**src/rtl/riscv_pkg.sv**
```systemverilog
// Shared RV32 pipeline types: load addressing modes, writeback source select
// and datapath widths.
package riscv_pkg;

   localparam int XLEN       = 32;
   localparam int REG_ADDR_W = 5;

   typedef enum logic [2:0] {
      AC_LB  = 3'b000,
      AC_LH  = 3'b001,
      AC_LW  = 3'b010,
      AC_LBU = 3'b100,
      AC_LHU = 3'b101
   } addr_ctrl_e;

   typedef enum logic [1:0] {
      RES_ALU  = 2'b00,
      RES_LOAD = 2'b01,
      RES_PC4  = 2'b10
   } result_src_e;

endpackage

```
**src/rtl/mem_wb_stage_if.sv**
```systemverilog
// MEM->WB boundary bundle: M-stage instruction fields and stall/flush controls
// flowing in, W-stage register-file port and counters flowing out.
interface mem_wb_stage_if #(
   parameter int XLEN       = 32,
   parameter int REG_ADDR_W = 5,
   parameter int CNT_W      = 32
);
   logic                  cache_stall;
   logic                  flush_w;
   logic                  valid_m;
   logic                  reg_write_m;
   logic [1:0]            result_src_m;
   logic [2:0]            addressing_control_m;
   logic [REG_ADDR_W-1:0] rd_m;
   logic [XLEN-1:0]       alu_result_m;
   logic [XLEN-1:0]       read_data_m;
   logic [XLEN-1:0]       pc_plus4_m;

   logic                  valid_w;
   logic                  reg_write_w;
   logic [REG_ADDR_W-1:0] rd_w;
   logic [XLEN-1:0]       result_w;
   logic [CNT_W-1:0]      retire_count;
   logic [CNT_W-1:0]      stall_count;

   modport master (
      output cache_stall, flush_w, valid_m, reg_write_m, result_src_m,
             addressing_control_m, rd_m, alu_result_m, read_data_m, pc_plus4_m,
      input  valid_w, reg_write_w, rd_w, result_w, retire_count, stall_count
   );

   modport slave (
      input  cache_stall, flush_w, valid_m, reg_write_m, result_src_m,
             addressing_control_m, rd_m, alu_result_m, read_data_m, pc_plus4_m,
      output valid_w, reg_write_w, rd_w, result_w, retire_count, stall_count
   );
endinterface

```
**src/rtl/load_extend.sv**
```systemverilog
// Load data alignment: picks the addressed byte/halfword out of the raw memory
// word and sign- or zero-extends it to XLEN.
module load_extend #(
   parameter int XLEN = 32
) (
   input  logic [XLEN-1:0] word,
   input  logic [1:0]      offset,
   input  logic [2:0]      addr_ctrl,
   output logic [XLEN-1:0] ext
);
   import riscv_pkg::*;

   logic [7:0]  lanes [4];
   logic [7:0]  byte_sel;
   logic [15:0] half_sel;

   generate
      for (genvar gi = 0; gi < 4; gi++) begin : g_lane
         assign lanes[gi] = word[8*gi +: 8];
      end
   endgenerate

   // Odd halfword offsets fall back to the aligned half; no misalignment trap.
   assign byte_sel = lanes[offset];
   assign half_sel = offset[1] ? {lanes[3], lanes[2]} : {lanes[1], lanes[0]};

   always_comb begin
      case (addr_ctrl)
         AC_LB:   ext = {{(XLEN-8){byte_sel[7]}}, byte_sel};
         AC_LH:   ext = {{(XLEN-16){half_sel[15]}}, half_sel};
         AC_LBU:  ext = {{(XLEN-8){1'b0}}, byte_sel};
         AC_LHU:  ext = {{(XLEN-16){1'b0}}, half_sel};
         default: ext = word;
      endcase
   end
endmodule

```
**src/rtl/mem_wb_stage.sv**
```systemverilog
// MEM/WB pipeline register with writeback result select, stall hold, flush
// bubble insertion, and retire / cache-stall cycle counters.
module mem_wb_stage #(
   parameter int XLEN       = 32,
   parameter int REG_ADDR_W = 5,
   parameter int CNT_W      = 32
) (
   input  logic           clk,
   input  logic           rst_n,
   mem_wb_stage_if.slave  bus
);
   import riscv_pkg::*;

   logic [XLEN-1:0]       load_data;
   logic [XLEN-1:0]       result_m;

   logic                  valid_reg, valid_next;
   logic                  reg_write_reg, reg_write_next;
   logic [REG_ADDR_W-1:0] rd_reg, rd_next;
   logic [XLEN-1:0]       result_reg, result_next;
   logic [CNT_W-1:0]      retire_reg, retire_next;
   logic [CNT_W-1:0]      stall_reg, stall_next;

   load_extend #(.XLEN(XLEN)) u_load_extend (
      .word      (bus.read_data_m),
      .offset    (bus.alu_result_m[1:0]),
      .addr_ctrl (bus.addressing_control_m),
      .ext       (load_data)
   );

   // Encoding 11 is unused and falls through to the ALU result.
   always_comb begin
      case (result_src_e'(bus.result_src_m))
         RES_LOAD: result_m = load_data;
         RES_PC4:  result_m = bus.pc_plus4_m;
         default:  result_m = bus.alu_result_m;
      endcase
   end

   // A stall freezes the slot outright, so a flush arriving during a stall is
   // dropped; the hazard unit repeats it once the memory stage completes.
   always_comb begin
      valid_next     = valid_reg;
      reg_write_next = reg_write_reg;
      rd_next        = rd_reg;
      result_next    = result_reg;
      retire_next    = retire_reg;
      stall_next     = stall_reg;
      if (bus.cache_stall) begin
         stall_next = stall_reg + CNT_W'(1);
      end else if (bus.flush_w) begin
         valid_next     = 1'b0;
         reg_write_next = 1'b0;
         rd_next        = '0;
         result_next    = '0;
      end else begin
         valid_next     = bus.valid_m;
         reg_write_next = bus.valid_m & bus.reg_write_m & (bus.rd_m != '0);
         rd_next        = bus.rd_m;
         result_next    = result_m;
         if (bus.valid_m) begin
            retire_next = retire_reg + CNT_W'(1);
         end
      end
   end

   always_ff @(posedge clk or negedge rst_n) begin
      if (!rst_n) begin
         valid_reg     <= 1'b0;
         reg_write_reg <= 1'b0;
         rd_reg        <= '0;
         result_reg    <= '0;
         retire_reg    <= '0;
         stall_reg     <= '0;
      end else begin
         valid_reg     <= valid_next;
         reg_write_reg <= reg_write_next;
         rd_reg        <= rd_next;
         result_reg    <= result_next;
         retire_reg    <= retire_next;
         stall_reg     <= stall_next;
      end
   end

   assign bus.valid_w      = valid_reg;
   assign bus.reg_write_w  = reg_write_reg;
   assign bus.rd_w         = rd_reg;
   assign bus.result_w     = result_reg;
   assign bus.retire_count = retire_reg;
   assign bus.stall_count  = stall_reg;
endmodule

```
**src/flat_wrapper.sv**
```systemverilog
// flat-port wrapper written by rule: the top's interface ports become plain ports
module mem_wb_stage_flat import riscv_pkg::*;
#(
   parameter int XLEN       = 32,
   parameter int REG_ADDR_W = 5,
   parameter int CNT_W      = 32
)
  (clk, rst_n, bus_cache_stall, bus_flush_w, bus_valid_m, bus_reg_write_m, bus_result_src_m, bus_addressing_control_m, bus_rd_m, bus_alu_result_m, bus_read_data_m, bus_pc_plus4_m, bus_valid_w, bus_reg_write_w, bus_rd_w, bus_result_w, bus_retire_count, bus_stall_count);
  mem_wb_stage_if #(.XLEN(XLEN), .REG_ADDR_W(REG_ADDR_W), .CNT_W(CNT_W)) bus_i ();
  input  logic clk;
  input  logic rst_n;
  input wire logic [$bits(bus_i.cache_stall)-1:0] bus_cache_stall;
  input wire logic [$bits(bus_i.flush_w)-1:0] bus_flush_w;
  input wire logic [$bits(bus_i.valid_m)-1:0] bus_valid_m;
  input wire logic [$bits(bus_i.reg_write_m)-1:0] bus_reg_write_m;
  input wire logic [$bits(bus_i.result_src_m)-1:0] bus_result_src_m;
  input wire logic [$bits(bus_i.addressing_control_m)-1:0] bus_addressing_control_m;
  input wire logic [$bits(bus_i.rd_m)-1:0] bus_rd_m;
  input wire logic [$bits(bus_i.alu_result_m)-1:0] bus_alu_result_m;
  input wire logic [$bits(bus_i.read_data_m)-1:0] bus_read_data_m;
  input wire logic [$bits(bus_i.pc_plus4_m)-1:0] bus_pc_plus4_m;
  output wire logic [$bits(bus_i.valid_w)-1:0] bus_valid_w;
  output wire logic [$bits(bus_i.reg_write_w)-1:0] bus_reg_write_w;
  output wire logic [$bits(bus_i.rd_w)-1:0] bus_rd_w;
  output wire logic [$bits(bus_i.result_w)-1:0] bus_result_w;
  output wire logic [$bits(bus_i.retire_count)-1:0] bus_retire_count;
  output wire logic [$bits(bus_i.stall_count)-1:0] bus_stall_count;
  assign bus_i.cache_stall = bus_cache_stall;
  assign bus_i.flush_w = bus_flush_w;
  assign bus_i.valid_m = bus_valid_m;
  assign bus_i.reg_write_m = bus_reg_write_m;
  assign bus_i.result_src_m = bus_result_src_m;
  assign bus_i.addressing_control_m = bus_addressing_control_m;
  assign bus_i.rd_m = bus_rd_m;
  assign bus_i.alu_result_m = bus_alu_result_m;
  assign bus_i.read_data_m = bus_read_data_m;
  assign bus_i.pc_plus4_m = bus_pc_plus4_m;
  assign bus_valid_w = bus_i.valid_w;
  assign bus_reg_write_w = bus_i.reg_write_w;
  assign bus_rd_w = bus_i.rd_w;
  assign bus_result_w = bus_i.result_w;
  assign bus_retire_count = bus_i.retire_count;
  assign bus_stall_count = bus_i.stall_count;
  mem_wb_stage #(.XLEN(XLEN), .REG_ADDR_W(REG_ADDR_W), .CNT_W(CNT_W)) u_core (.clk(clk), .rst_n(rst_n), .bus(bus_i));
endmodule
```
**config.mk**
```make
export PLATFORM = sky130hd
export DESIGN_NAME = mem_wb_stage_flat
export DESIGN_NICKNAME = d
export VERILOG_FILES = /design/src/rtl/riscv_pkg.sv /design/src/rtl/mem_wb_stage_if.sv /design/src/rtl/load_extend.sv /design/src/rtl/mem_wb_stage.sv /design/src/flat_wrapper.sv
export SDC_FILE = /design/constraint.sdc
export NUM_CORES = 1
export LEC_CHECK = 0
export ABC_AREA = 1
export BUFFER_PORTS_ARGS = -buffer_cell sky130_fd_sc_hd__buf_2
export CELL_PAD_IN_SITES_DETAIL_PLACEMENT = 1
export CELL_PAD_IN_SITES_GLOBAL_PLACEMENT = 1
export CORE_MARGIN = 3
export CORE_UTILIZATION = 26
export DETAILED_ROUTE_END_ITERATION = 10
export PLACE_DENSITY_LB_ADDON = 0.3
export REMOVE_ABC_BUFFERS = 1
export SYNTH_ARGS = -nofsm -noshare
export SYNTH_HDL_FRONTEND = slang
export SYNTH_SLANG_ARGS = --single-unit
```
**constraint.sdc**
```tcl
create_clock -name clk -period 4.66 [get_ports clk]
set_input_delay 0.233 -clock clk [delete_from_list [all_inputs] [get_ports clk]]
set_output_delay 0.233 -clock clk [all_outputs]
set_load 0.005 [all_outputs]
```
==> results.md, run 1 <==
* Status: complete, no violations
* Adder-Cell Fraction of Synth Area at 0.7645%
* Fin Setup TNS at 0 ns
* DR vias at 7002
* Worst hold path type: in -> reg
* Design Power at 0.002582 W
* H-tree depth at 3
* NumNets Final at 1317
* Layout cells sized above 1 at 20.58%
* WL per Instance at 16.22 um
* CTS sink cnt at 103
* Post-synthesis cell type count at 32
* Number of global-route vias before repair at 7225
* Final core utilization at 33.63%
* CP endpoint kind: flop
* Fin Clk Skew at 0.01091 ns
* Die width at 164.7 um
* Clock transition at path regs at 0.07 ns
* Clock Tree Buf Depth at 2
* GRT Util Overall at 18.57%
* First-pass GRT wire length at 39680 um
* Reg power frac at 43.5%
* Largest family of logic cells by synthesized area: simple AND/OR/NAND/NOR gates
* Routed Antenna Nets at 0
* Die area at 27120 sq um
* Cell Area, Placed at 7915 sq um
* Tcrit/Tclk final at 40.23%
* VDD IR max at 0.1269 mV
* Synth Flop Type: dfrtp_1
* RSZ-0062 raised after global routing: false
* DRT Pass-1 Iters at 4
* Switch Pwr at 0.0008613 W
* Ys Warns at 0
* Crit-path cells: buf_2, inv_1, nand2_1, nor2_1, a21oi_1, nand2_2, nand2_1, nand2_1, nand2_1, nand2_1
* Row count at 57
* Comb pwr share at 23.1%
* Worst Path Max Fanout at 31
* Clk pwr share at 33.5%
* Crit path time final at 1.875 ns
* # DRC at 0
* Maximum clock frequency at 533.4 MHz
* DPL Wire Length at 18830 um
* Post-Syn Instances at 1005
* Max-cap check violation count at 0
* Fin worst setup slack at 2.785 ns
* Slew HR at 27.29%
* Most used cell, CP: nand2_1
* Root Driver: clkbuf_16
* Crit path DAT at 2.16 ns
* Final GP Congestion at 0.8384
* CTS tree: done
* Cell Area, Synth at 6546 sq um
* Post-synthesis compound-gate area fraction at 6.498%
* Xor and xnor fraction of the mapped netlist area at 5.218%
* Vias/cell at 4.573
* Power density cells at 312.9 nW/um^2
* Iteration-0 DRC Markers at 301
* Gr ovfl total at 0
* Seq cells post-synth at 103
* Post-synthesis simple-gate area fraction at 41.59%
* Initial Util at 26.68%
* Internal Power at 0.001720 W
* Final Slew Violations at 0
* Worst slew pin tran at 1.090 ns
* I/O pin count at 215
* Worst path required time at 4.95 ns
* Number of CTS-inserted buffers at 9
* Asr flop ratio synth at 100.0%
* Finish-stage setup viols at 0
* Commonest non-fill, non-tap cell in the layout: nand2_1
* Worst skew pair latency at 0.35 ns
* Largest net degree at the start of global routing at 55
* Area share of the largest cell type after synthesis at 39.37%
* Routed WL at 24830 um
* Slowest cell delay on critical path at 0.71 ns
* Switching Fraction at 33.36%
* Post-synth EDFFs at 0
* Mux cell area share after synthesis at 0%
* Synth top area cells: dfrtp_1 39%, nand2_1 23%, nor2_1 10%, inv_1 4.2%, a21oi_1 3.7%
* Initial antenna violation count at 13
* Area Growth Syn to Fin at 26.03%
* Mean Syn Cell Area at 6.514 sq um
* CP Launch Type: input pin
* CP delay by family, top: buffers and inverters
* Number of I/O port buffers at 214
* Final instance area at 8250 sq um
* Core Region at 24530 sq um
* Die span in y at 164.7 um
* Crit Path Class: in -> reg
* Most frequent cells in the layout: 399 x nand2_1, 213 x buf_2, 181 x nor2_1, 103 x dfrtp_1, 73 x inv_1
* Leakage power at 4.396 nW
* Final hold vios at 0
* Crit-path slowest cell: inv_1
* Largest area contributor in the netlist: dfrtp_1
* Pre-CTS setup slack at 2.378 ns
* Register area share after synthesis at 39.37%
* Worst Path Buf+Inv at 2
-- path summary, 6_finish.rpt --
check | slack, ns | from | cells after the start | end
setup / recovery | 2.79 | bus_addressing_control_m[1] | 10 | u_core.bus.result_w[17]
hold / removal | 0.14 | bus_rd_m[3] | 3 | u_core.bus.rd_w[3]
setup reg to reg | 2.82 | u_core.bus.stall_count[0] | 8 | u_core.bus.stall_count[26]
hold reg to reg | 0.48 | u_core.bus.result_w[4] | 2 | u_core.bus.result_w[4]
max in group asynchronous | 2.94 | rst_n | 3 | u_core.bus.retire_count[21]
min in group asynchronous | 0.46 | rst_n | 2 | u_core.bus.stall_count[10]
-- kinds of logic after synthesis --
kind of cell    count (synthesis)
flops                         103
fa+ha+maj                       4
compound gates                 80
buf+inv                       110
xor+xnor                       39
simple gates                  669
-- area by class of cell --
cell class	count	area, sq um
Clock buffer	11	242.7
Multi-Input combinational cell	792	3540
Fill cell	3235	16280
Tap cell	324	405.4
Inverter	75	281.5
Timing Repair Buffer	220	1121
Antenna cell	2	5.005
Clock inverter	4	77.57
Sequential cell	103	2577
-- flip-flops by register name, indices dropped and copies added (netlist names) --
register / cells
u_core.bus.result_w: 32
u_core.bus.stall_count: 32
u_core.bus.retire_count: 32
u_core.bus.rd_w: 5
u_core.bus.reg_write_w: 1
u_core.bus.valid_w: 1
-- worst register-to-register path: stages (launching register included) --
cell and delay (ns):
dfrtp_1 0.43, ha_1 0.25, nand3_1 0.16, nor3_4 0.32
nand4_2 0.19, nor2_2 0.21, nand2_1 0.07, nand2_1 0.06
nand2_1 0.04
-- power groups by stage --
stage	combinational, W	clock (W)	sequential [W]
4_1_cts	0.000611	0.000893	0.00112
2_1_floorplan	0.000299	0	0.00112
5_1_grt	0.000687	0.000926	0.00114
3_5_place_dp	0.000605	0	0.00114
6_report	0.000596	0.000864	0.00112
3_3_place_gp	0.000596	0	0.00114
-- synthesized netlist by cell type (8+ instances only) --
cell type  instances
o21ai_0           22
nor2_1           181
dfrtp_1          103
inv_1             73
nand3_1           39
nand3b_1           8
a21oi_1           48
nor3_1            16
nand2_1          399
nand4_1           11
xor2_1            20
xnor2_1           19
clkbuf_1          28
-- metal layers --
metal / up-vias / routed length [um] / global-route usage, %
met5: - / 129 / 0
met4: 22 / 331 / 4.842
met3: 39 / 1378 / 4.615
met2: 142 / 11600 / 30.24
met1: 3283 / 11400 / 24.64
li1: 3516 / - / -
-- through the flow --
step / hold WS [ns] / cells
after floorplan: -0.06259 / 970
after global placement: 0.3144 / 1513
after detailed placement: 0.3192 / 1513
after CTS: 0.1179 / 1529
after global routing: 0.1303 / 1531
final: 0.1372 / 1531
-- what timing repair did --
| action | 4_1_cts | 5_1_grt |
|---|---|---|
| setup endpoints to repair | 0 | 0 |
| hold buffers | 1 | 0 |
| gates resized for setup | 0 | 0 |
| setup buffers | 0 | 0 |
| hold endpoints to repair | 49 | 0 |
(Power assumes the default switching activity.)
==> run 2: changes to the inputs <==
clock period = 1.6 ns   (was 4.66 ns; I/O delays follow)
==> results.md, run 2 (synthesis gave the netlist of run 1 again) <==
* Final GP Congestion at 0.8538 (was 0.8384)
* Crit-path cells: nand2_2, nor3_4, buf_4, nand4_4, buf_4, xnor2_1 (was buf_2, inv_1, nand2_1, nor2_1, a21oi_1, nand2_2, nand2_1, nand2_1, nand2_1, nand2_1)
* Worst hold path type: in -> reg (unchanged)
* Worst path required time at 1.83 ns (was 4.95 ns)
* DPL Wire Length at 19340 um (was 18830 um)
* Initial Util at 26.68% (unchanged)
* Layout cells sized above 1 at 27.52% (was 20.58%)
* CTS tree: done (unchanged)
* Finish-stage setup viols at 0 (unchanged)
* WHS at 0.01136 ns (was 0.1372 ns)
* Die area at 27120 sq um (unchanged)
* Tcrit/Tclk final at 95.58%
* Clock transition at path regs at 0.07 ns (about the same)
* VDD IR max at 0.5727 mV (was 0.1269 mV)
* First-pass GRT wire length at 40050 um (was 39680 um)
* Iteration-0 DRC Markers at 228 (was 301)
* Worst Path Max Fanout at 5 (was 31)
* Final instance area at 8939 sq um (was 8250 sq um)
* Worst slew pin tran at 0.6122 ns (was 1.090 ns)
* Worst skew pair latency at 0.35 ns (about the same)
* Row count at 57 (unchanged)
* Most frequent cells in the layout: 393 x nand2_1, 213 x buf_2, 163 x nor2_1, 93 x dfrtp_1, 73 x inv_1 (was 399 x nand2_1, 213 x buf_2, 181 x nor2_1, 103 x dfrtp_1, 73 x inv_1)
* # DRC at 0 (unchanged)
* Number of global-route vias before repair at 7484 (was 7225)
* CTS sink cnt at 103 (unchanged)
* I/O pin count at 215 (unchanged)
* Routed Antenna Nets at 0 (unchanged)
* Most used cell, CP: buf_4 (was nand2_1)
* NumNets Final at 1373 (was 1317)
* Crit-path slowest cell: dfrtp_1 (was inv_1)
* Routed WL at 25290 um (was 24830 um)
* Status: complete, no violations (unchanged)
* Fin Clk Skew at 0.006512 ns (was 0.01091 ns)
* RSZ-0062 raised after global routing: true (was false)
* DRT Pass-1 Iters at 4 (unchanged)
* Final core utilization at 36.43% (was 33.63%)
* CP delay by family, top: simple AND/OR/NAND/NOR gates (was buffers and inverters)
* Power density cells at 907.1 nW/um^2 (was 312.9 nW/um^2)
* Largest net degree at the start of global routing at 104 (was 55)
* Gr ovfl total at 0 (unchanged)
* Commonest non-fill, non-tap cell in the layout: nand2_1 (unchanged)
* Leakage power at 4.721 nW (was 4.396 nW)
* Cell Area, Placed at 8275 sq um (was 7915 sq um)
* Number of I/O port buffers at 214 (unchanged)
* Crit path time final at 1.529 ns
* Slowest cell delay on critical path at 0.39 ns (was 0.71 ns)
* DR vias at 7212 (was 7002)
* Die span in y at 164.7 um (unchanged)
* Die width at 164.7 um (unchanged)
* WL per Instance at 15.94 um (was 16.22 um)
* Final hold vios at 0 (unchanged)
* Hold_sp: bus_reg_write_m (was bus_rd_m[3])
* Number of CTS-inserted buffers at 9 (unchanged)
* Root Driver: clkbuf_16 (unchanged)
* Reg2reg start: u_core.bus.stall_count[7] (was u_core.bus.stall_count[0])
* H-tree depth at 3 (unchanged)
* Slew HR at 59.19% (was 27.29%)
* Max-cap check violation count at 0 (unchanged)
* Vias/cell at 4.547 (was 4.573)
* CP Launch Type: flop (was input pin)
* GRT Util Overall at 18.74% (was 18.57%)
* Crit path DAT at 1.76 ns (was 2.16 ns)
* Final Slew Violations at 0 (unchanged)
* Crit Path Class: reg -> reg (was in -> reg)
* Clock Tree Buf Depth at 2 (unchanged)
* Area Growth Syn to Fin at 36.54% (was 26.03%)
* Worst Path Buf+Inv at 2 (unchanged)
* Initial antenna violation count at 8 (was 13)
* Core Region at 24530 sq um (unchanged)
* Beginning of the critical path: u_core.bus.stall_count[7] (was bus_addressing_control_m[1])
* CP endpoint kind: flop (unchanged)
* Maximum clock frequency at 653.9 MHz
-- run 2: where the power goes --
group	switching [W]	internal (W)
sequential	0.000319	0.00292
clock	0.00108	0.00157
combinational	0.00125	0.000965
-- run 2: per-layer routing --
metal / vias up / routed length, um / GRT usage, %
li1: 3629 / - / -
met3: 34 / 1529 / 4.490
met5: - / 72 / 0
met1: 3375 / 11170 / 24.01
met2: 160 / 12090 / 31.59
met4: 14 / 427 / 5.071
-- run 2: path summary, 6_finish.rpt --
kind | slack [ns] | cells past startpoint | endpoint
hold reg to reg | 0.48 | 2 | u_core.bus.rd_w[3]
max in group asynchronous | 0.76 | 3 | u_core.bus.retire_count[20]
setup / recovery | 0.07 | 6 | u_core.bus.stall_count[16]
hold / removal | 0.01 | 2 | u_core.bus.reg_write_w
setup reg to reg | 0.07 | 6 | u_core.bus.stall_count[16]
min in group asynchronous | 0.37 | 3 | u_core.bus.stall_count[11]
-- run 2: stage by stage --
step	TNS [ns]	total power (W)	setup slack, ns	cells
6_report	0	0.008108	0.07079	1586
5_1_grt	-0.3741	0.008632	-0.06768	1586
4_1_cts	0	0.008012	0.003732	1574
2_1_floorplan	-7.218	0.004130	-0.2406	970
3_5_place_dp	0	0.005280	0.01987	1556
3_3_place_gp	0	0.005235	0.09304	1556
-- run 2: area by class of cell --
class	count	area, sq um
clock buffers	10	239.0
diodes	1	2.502
multi-input cells	792	3729
repair buffers	276	1588
inverters	75	281.5
fillers	3225	15600
well taps	324	405.4
flip-flops and latches	103	2590
clock inverters	5	103.9
-- run 2: what timing repair did --
| action | CTS | global route |
|---|---|---|
| gates cloned | 0 | 0 |
| buffers inserted | 0 | 11 |
| endpoints found under the setup margin | 1 | 35 |
| endpoints found under the hold margin | 105 | 0 |
| pin swaps | 0 | 6 |
| resized for setup | 1 | 58 |
| hold buffers | 3 | 0 |
